==> src/rtl/div8x4_seq_pkg.sv <==
// Shared types and constants for the zoom-ratio divider.
package zoom_div_pkg;

    localparam int unsigned DVD_W_DEF = 8;
    localparam int unsigned DSR_W_DEF = 4;

    typedef enum logic [1:0] {
        IDLE  = 2'd0,
        BUSY  = 2'd1,
        ROUND = 2'd2,
        DONE  = 2'd3
    } div_state_t;

    localparam logic [DVD_W_DEF-1:0] QUO_ONES = '1;

endpackage

==> src/rtl/div8x4_seq_div_step.sv <==
// One restoring-division iteration: shift in a dividend bit, trial-subtract the divisor.
module div_step #(
    parameter int unsigned DSR_W = 4
) (
    input  logic [DSR_W:0]   prem,
    input  logic             dvd_bit,
    input  logic [DSR_W-1:0] divisor,
    output logic [DSR_W:0]   prem_next,
    output logic             q_bit
);

    logic [DSR_W+1:0] p;
    logic [DSR_W+1:0] diff;

    always_comb begin
        p         = {prem, dvd_bit};
        diff      = p - {2'b00, divisor};
        q_bit     = (p >= {2'b00, divisor});
        prem_next = q_bit ? diff[DSR_W:0] : p[DSR_W:0];
    end

endmodule

==> src/rtl/div8x4_seq.sv <==
// Iterative unsigned restoring divider, one quotient bit per clock, valid/ready on both sides.
// Optional round-to-nearest of the quotient when DIV_ROUND_EN is defined.
module div8x4_seq
    import zoom_div_pkg::*;
#(
    parameter int unsigned DVD_W = DVD_W_DEF,
    parameter int unsigned DSR_W = DSR_W_DEF
) (
    input  logic             clk,
    input  logic             rst,
    input  logic             in_valid,
    output logic             in_ready,
    input  logic [DVD_W-1:0] dividend,
    input  logic [DSR_W-1:0] divisor,
    output logic             out_valid,
    input  logic             out_ready,
    output logic [DVD_W-1:0] quotient,
    output logic [DSR_W-1:0] remainder,
    output logic             div_zero
);

    localparam int unsigned CNT_W = $clog2(DVD_W + 1);

    div_state_t       state_q, state_d;
    logic [DVD_W-1:0] dvd_q, dvd_d;
    logic [DSR_W-1:0] dsr_q, dsr_d;
    logic [DSR_W:0]   prem_q, prem_d;
    logic [CNT_W-1:0] cnt_q, cnt_d;
    logic [DVD_W-1:0] quo_q, quo_d;
    logic             dz_q, dz_d;

    logic [DSR_W:0]   step_prem;
    logic             step_qbit;

    div_step #(.DSR_W(DSR_W)) u_step (
        .prem      (prem_q),
        .dvd_bit   (dvd_q[DVD_W-1]),
        .divisor   (dsr_q),
        .prem_next (step_prem),
        .q_bit     (step_qbit)
    );

    always_comb begin
        state_d = state_q;
        dvd_d   = dvd_q;
        dsr_d   = dsr_q;
        prem_d  = prem_q;
        cnt_d   = cnt_q;
        quo_d   = quo_q;
        dz_d    = dz_q;
        case (state_q)
            IDLE: begin
                if (in_valid) begin
                    dvd_d  = dividend;
                    dsr_d  = divisor;
                    prem_d = '0;
                    cnt_d  = CNT_W'(DVD_W);
                    if (divisor == '0) begin
                        quo_d   = QUO_ONES;
                        dz_d    = 1'b1;
                        state_d = DONE;
                    end else begin
                        quo_d   = '0;
                        dz_d    = 1'b0;
                        state_d = BUSY;
                    end
                end
            end
            BUSY: begin
                dvd_d  = {dvd_q[DVD_W-2:0], 1'b0};
                prem_d = step_prem;
                quo_d  = {quo_q[DVD_W-2:0], step_qbit};
                cnt_d  = cnt_q - 1'b1;
                if (cnt_q == CNT_W'(1)) begin
`ifdef DIV_ROUND_EN
                    state_d = ROUND;
`else
                    state_d = DONE;
`endif
                end
            end
`ifdef DIV_ROUND_EN
            ROUND: begin
                // Round half up on the truncated remainder; remainder output stays raw.
                if (({prem_q[DSR_W-1:0], 1'b0} >= {1'b0, dsr_q}) && (quo_q != QUO_ONES))
                    quo_d = quo_q + 1'b1;
                state_d = DONE;
            end
`endif
            DONE: begin
                if (out_ready) state_d = IDLE;
            end
            default: state_d = IDLE;
        endcase
    end

    always_ff @(posedge clk or posedge rst) begin
        if (rst) begin
            state_q <= IDLE;
            dvd_q   <= '0;
            dsr_q   <= '0;
            prem_q  <= '0;
            cnt_q   <= '0;
            quo_q   <= '0;
            dz_q    <= 1'b0;
        end else begin
            state_q <= state_d;
            dvd_q   <= dvd_d;
            dsr_q   <= dsr_d;
            prem_q  <= prem_d;
            cnt_q   <= cnt_d;
            quo_q   <= quo_d;
            dz_q    <= dz_d;
        end
    end

    assign in_ready  = (state_q == IDLE);
    assign out_valid = (state_q == DONE);
    assign quotient  = quo_q;
    assign remainder = prem_q[DSR_W-1:0];
    assign div_zero  = dz_q;

endmodule
==> config.mk <==
export PLATFORM = sky130hd
export DESIGN_NAME = div8x4_seq
export DESIGN_NICKNAME = d
export VERILOG_FILES = /design/src/rtl/div8x4_seq_pkg.sv /design/src/rtl/div8x4_seq_div_step.sv /design/src/rtl/div8x4_seq.sv
export SDC_FILE = /design/constraint.sdc
export NUM_CORES = 1
export LEC_CHECK = 0
export ABC_CLOCK_PERIOD_IN_PS = 3100
export CORE_UTILIZATION = 40
export DETAILED_ROUTE_END_ITERATION = 7
export PLACE_DENSITY = 0.7
export SETUP_SLACK_MARGIN = 0.15
export SLEW_MARGIN = 40
export SYNTH_ARGS = -nofsm -noshare
export SYNTH_HDL_FRONTEND = slang
export SYNTH_SLANG_ARGS = --single-unit
==> constraint.sdc <==
create_clock -name clk -period 3.1 [get_ports clk]
set_clock_uncertainty 0.15 [all_clocks]
set_input_delay 0.465 -clock clk [delete_from_list [all_inputs] [get_ports clk]]
set_output_delay 0.465 -clock clk [all_outputs]
set_load 0.005 [all_outputs]
==> reports/qor_table.md <==
| Parameter | Reported |
| --- | --- |
| Cell count after synthesis | 174 |
| Postcts setup bufs | 0 |
| Global-route usage over all layers | 18.4% |
| Layout cells sized above 1 | 7.35% |
| Worst Setup End Kind | output port |
| Clock H-tree levels | 2 |
| TritonCTS clock tree | built |
| Fraction of synthesized cell area taken by the top area cell type | 48.1% |
| Average wire per cell in the routed design | 14.0 um |
| Clk Tree Root Cell | clkbuf_8 |
| Cell area after technology mapping | 1660 sq um |
| Beginning of the worst register-to-register path | dvd_q[7] |
| Number of inserted diodes | 0 |
| Final-stage net count | 226 |
| Die Y-Extent | 66.5 um |
| Flip-flop cell with the highest count after synthesis | dfrtp_1 |
| Count of synthesis-stage warnings from yosys | 0 |
| Number of instances on the worst hold path | 2 |
| Power per cell area | 1200 nW/um^2 |
| Peak ir drop on the vdd network | 532 uV |
| Insertion delay to the later sink of the worst-skew pair | 0.28 ns |
| Vias in the first global route | 1301 |
| Post-route setup TNS | 0 ns |
| Die area | 4420 sq um |
| Post-synth EDFFs | 0 |
| Clock transition at the registers of the reported paths | 0.07 ns |
| Portion of the post-synthesis area used by sequential elements | 48.1% |
| Max Freq | 416 MHz |
| Post-detailed-route DRC marker count | 0 |
| DR iter-0 viols | 64 |
| Via density per instance | 5.24 |
| Largest fanout of any net on the critical path | 22 |
| Total number of vias | 1332 |
| Placement row count | 23 |
| Top Ports | 31 |
| Global-route wire length before repair | 5.91 mm |
| Total CTS buffers | 5 |
| Global route total overflow | 0 |
| Max transition margin | 53.3% |
| Detailed Route WL | 3.56 mm |
| # hold bufs at CTS | 0 |
| Detailed Place HPWL | 2.47 mm |
| Horizontal die dimension | 66.5 um |
| Antenna viol nets, final | 0 |
| Element type at the critical path start | register |
| Crit path DAT | 1.79 ns |
| Clock sinks | 32 |
| Synthesized netlist net count | 197 |
| Initial antenna violation count | 0 |
| Number of synthesized register bits | 32 |
| R2r setup slk | 0.88 ns |
| Number of cells on the worst reg-to-reg path | 7 |
| CP Data Required Time | 2.48 ns |
| Unrepaired setup endpoints after global routing | no |
| Hold Path Sink | dvd_q[4] |
| Clock buffer depth | 2 |
| Initial cell density of the core | 41.6% |
| Cell types with the largest area share after synthesis | dfrtp_1 (48%), nand2_1 (5.6%), o21ai_0 (4.8%) |
| Area delta synth->final | 24.4% |
| Weighted congestion at the end of routability-driven global placement | 0.826 |
| Leakage power summed over all cells | 0.904 nW |
| Maximum number of pins on one net before global-route repair | 33 |
| Number of gates resized after CTS | 0 |
| Reg2Reg Capture Point | prem_q[3] |
| Number of hold violations in the final report | 0 |
| Cell variety after synth | 42 |
| Worst-Margin Slew | 0.701 ns |
| Post-route total power | 2.48 mW |
| Final-report setup violation count | 0 |
| First-pass DRT Iterations | 4 |
| Hold WC Path Type | reg2reg |
| Number of max-slew violations in the final report | 0 |
| Startpoint of the tightest hold check path | dvd_q[4] |
| Type of the setup path with the least slack | reg2out |
| Total of buffers placed on input and output ports | 30 |
| Result of the run | completed |
| Crit share post-route | 77.5% |
| Placeable core region | 4000 sq um |
| Minimum clock period after layout | 2.40 ns |
| Share of flip-flops with an asynchronous set or reset | 100% |
| Library cell occupying the most area in the post-synthesis netlist | dfrtp_1 |
| Number of max-cap violations | 0 |
| Mean post-synth cell area | 9.56 sq um |
## Yosys cell counts, types with 2 or more instances
cell type and n:
o311ai_0 2, o22a_1 6, nand2_1 25, dfrtp_1 32
a21oi_1 8, xnor2_1 2, a22oi_1 6, inv_1 15
nand2b_1 3, buf_4 5, clkbuf_1 2, nor4_1 2
nor2b_1 4, nor2_1 10, buf_2 4, o21ai_0 16
ha_1 6, a31oi_1 2
## cell families after synthesis
logic type,synth area share [%]
muxes,0.677
xor gates and xnor gates,1.58
DFF,48.1
AOI/OAI and AO/OA,20.3
buffers and inverters,7.97
adders and majority gates,5.71
and+or+nand+nor,15.6
## cell usage in the layout (no fill, tap or decap), types with 3 or more instances in the layout
cell type	n
a21oi_1	8
a22oi_1	6
buf_4	4
clkbuf_8	6
clkdlybuf4s50_1	30
dfrtp_1	32
ha_1	6
inv_1	15
nand2_1	25
nand2b_1	3
nor2_1	10
nor2b_1	4
o21ai_0	16
o22a_1	6
## area by class of cell
type                    count  area, sq um
fillers                   392         1930
flip-flops and latches     32          801
multi-input cells         115          731
repair buffers             34          330
clock buffers               8         90.1
well taps                  50         62.6
inverters                  15         56.3
## state kept, by name (all words and copies together) (netlist names)
name / cells
dsr_q: 4
cnt_q: 4
state_q: 2
dvd_q: 8
div_zero: 1
prem_q: 5
quotient: 8
## worst max path at each step
stage	start	to	cells past startpoint
2_1_floorplan	dvd_q[7]	prem_q[0]	7
3_3_place_gp	in_valid	quotient[7]	5
3_5_place_dp	in_valid	quotient[2]	5
4_1_cts	state_q[0]	out_valid	2
5_1_grt	state_q[0]	out_valid	2
6_report	state_q[0]	out_valid	2
## layer usage
layer  vias up  track usage, %  share of wire, %
met1       636            22.5                46
met3         5            4.62               4.6
met5         -               0                 0
met2        33            30.2                48
met4         0            8.78               1.5
li1        658               -                 -
## per-stage QoR
stage | hold slack, ns | utilization (%) | cells | instance area, sq um | setup slack, ns
5_1_grt | 0.360 | 51.8 | 254 | 2070 | 0.594
6_report | 0.340 | 51.8 | 254 | 2070 | 0.696
3_3_place_gp | 0.313 | 49.5 | 246 | 1980 | 0.902
4_1_cts | 0.340 | 51.8 | 254 | 2070 | 0.680
3_5_place_dp | 0.326 | 49.5 | 246 | 1980 | 0.894
2_1_floorplan | 0.300 | - | 174 | 1660 | 1.16
## critical path: stages (launching register included)
cell and delay, ns:
dfrtp_1 0.79, and2_1 0.22, clkdlybuf4s50_1 0.49
## power breakdown
part	internal (mW)	total, mW	switching (mW)
Clock	0.181	0.333	0.152
Sequential	0.627	0.840	0.213
Combinational	0.663	1.31	0.647
No activity file was read; power rests on OpenSTA's default activity.
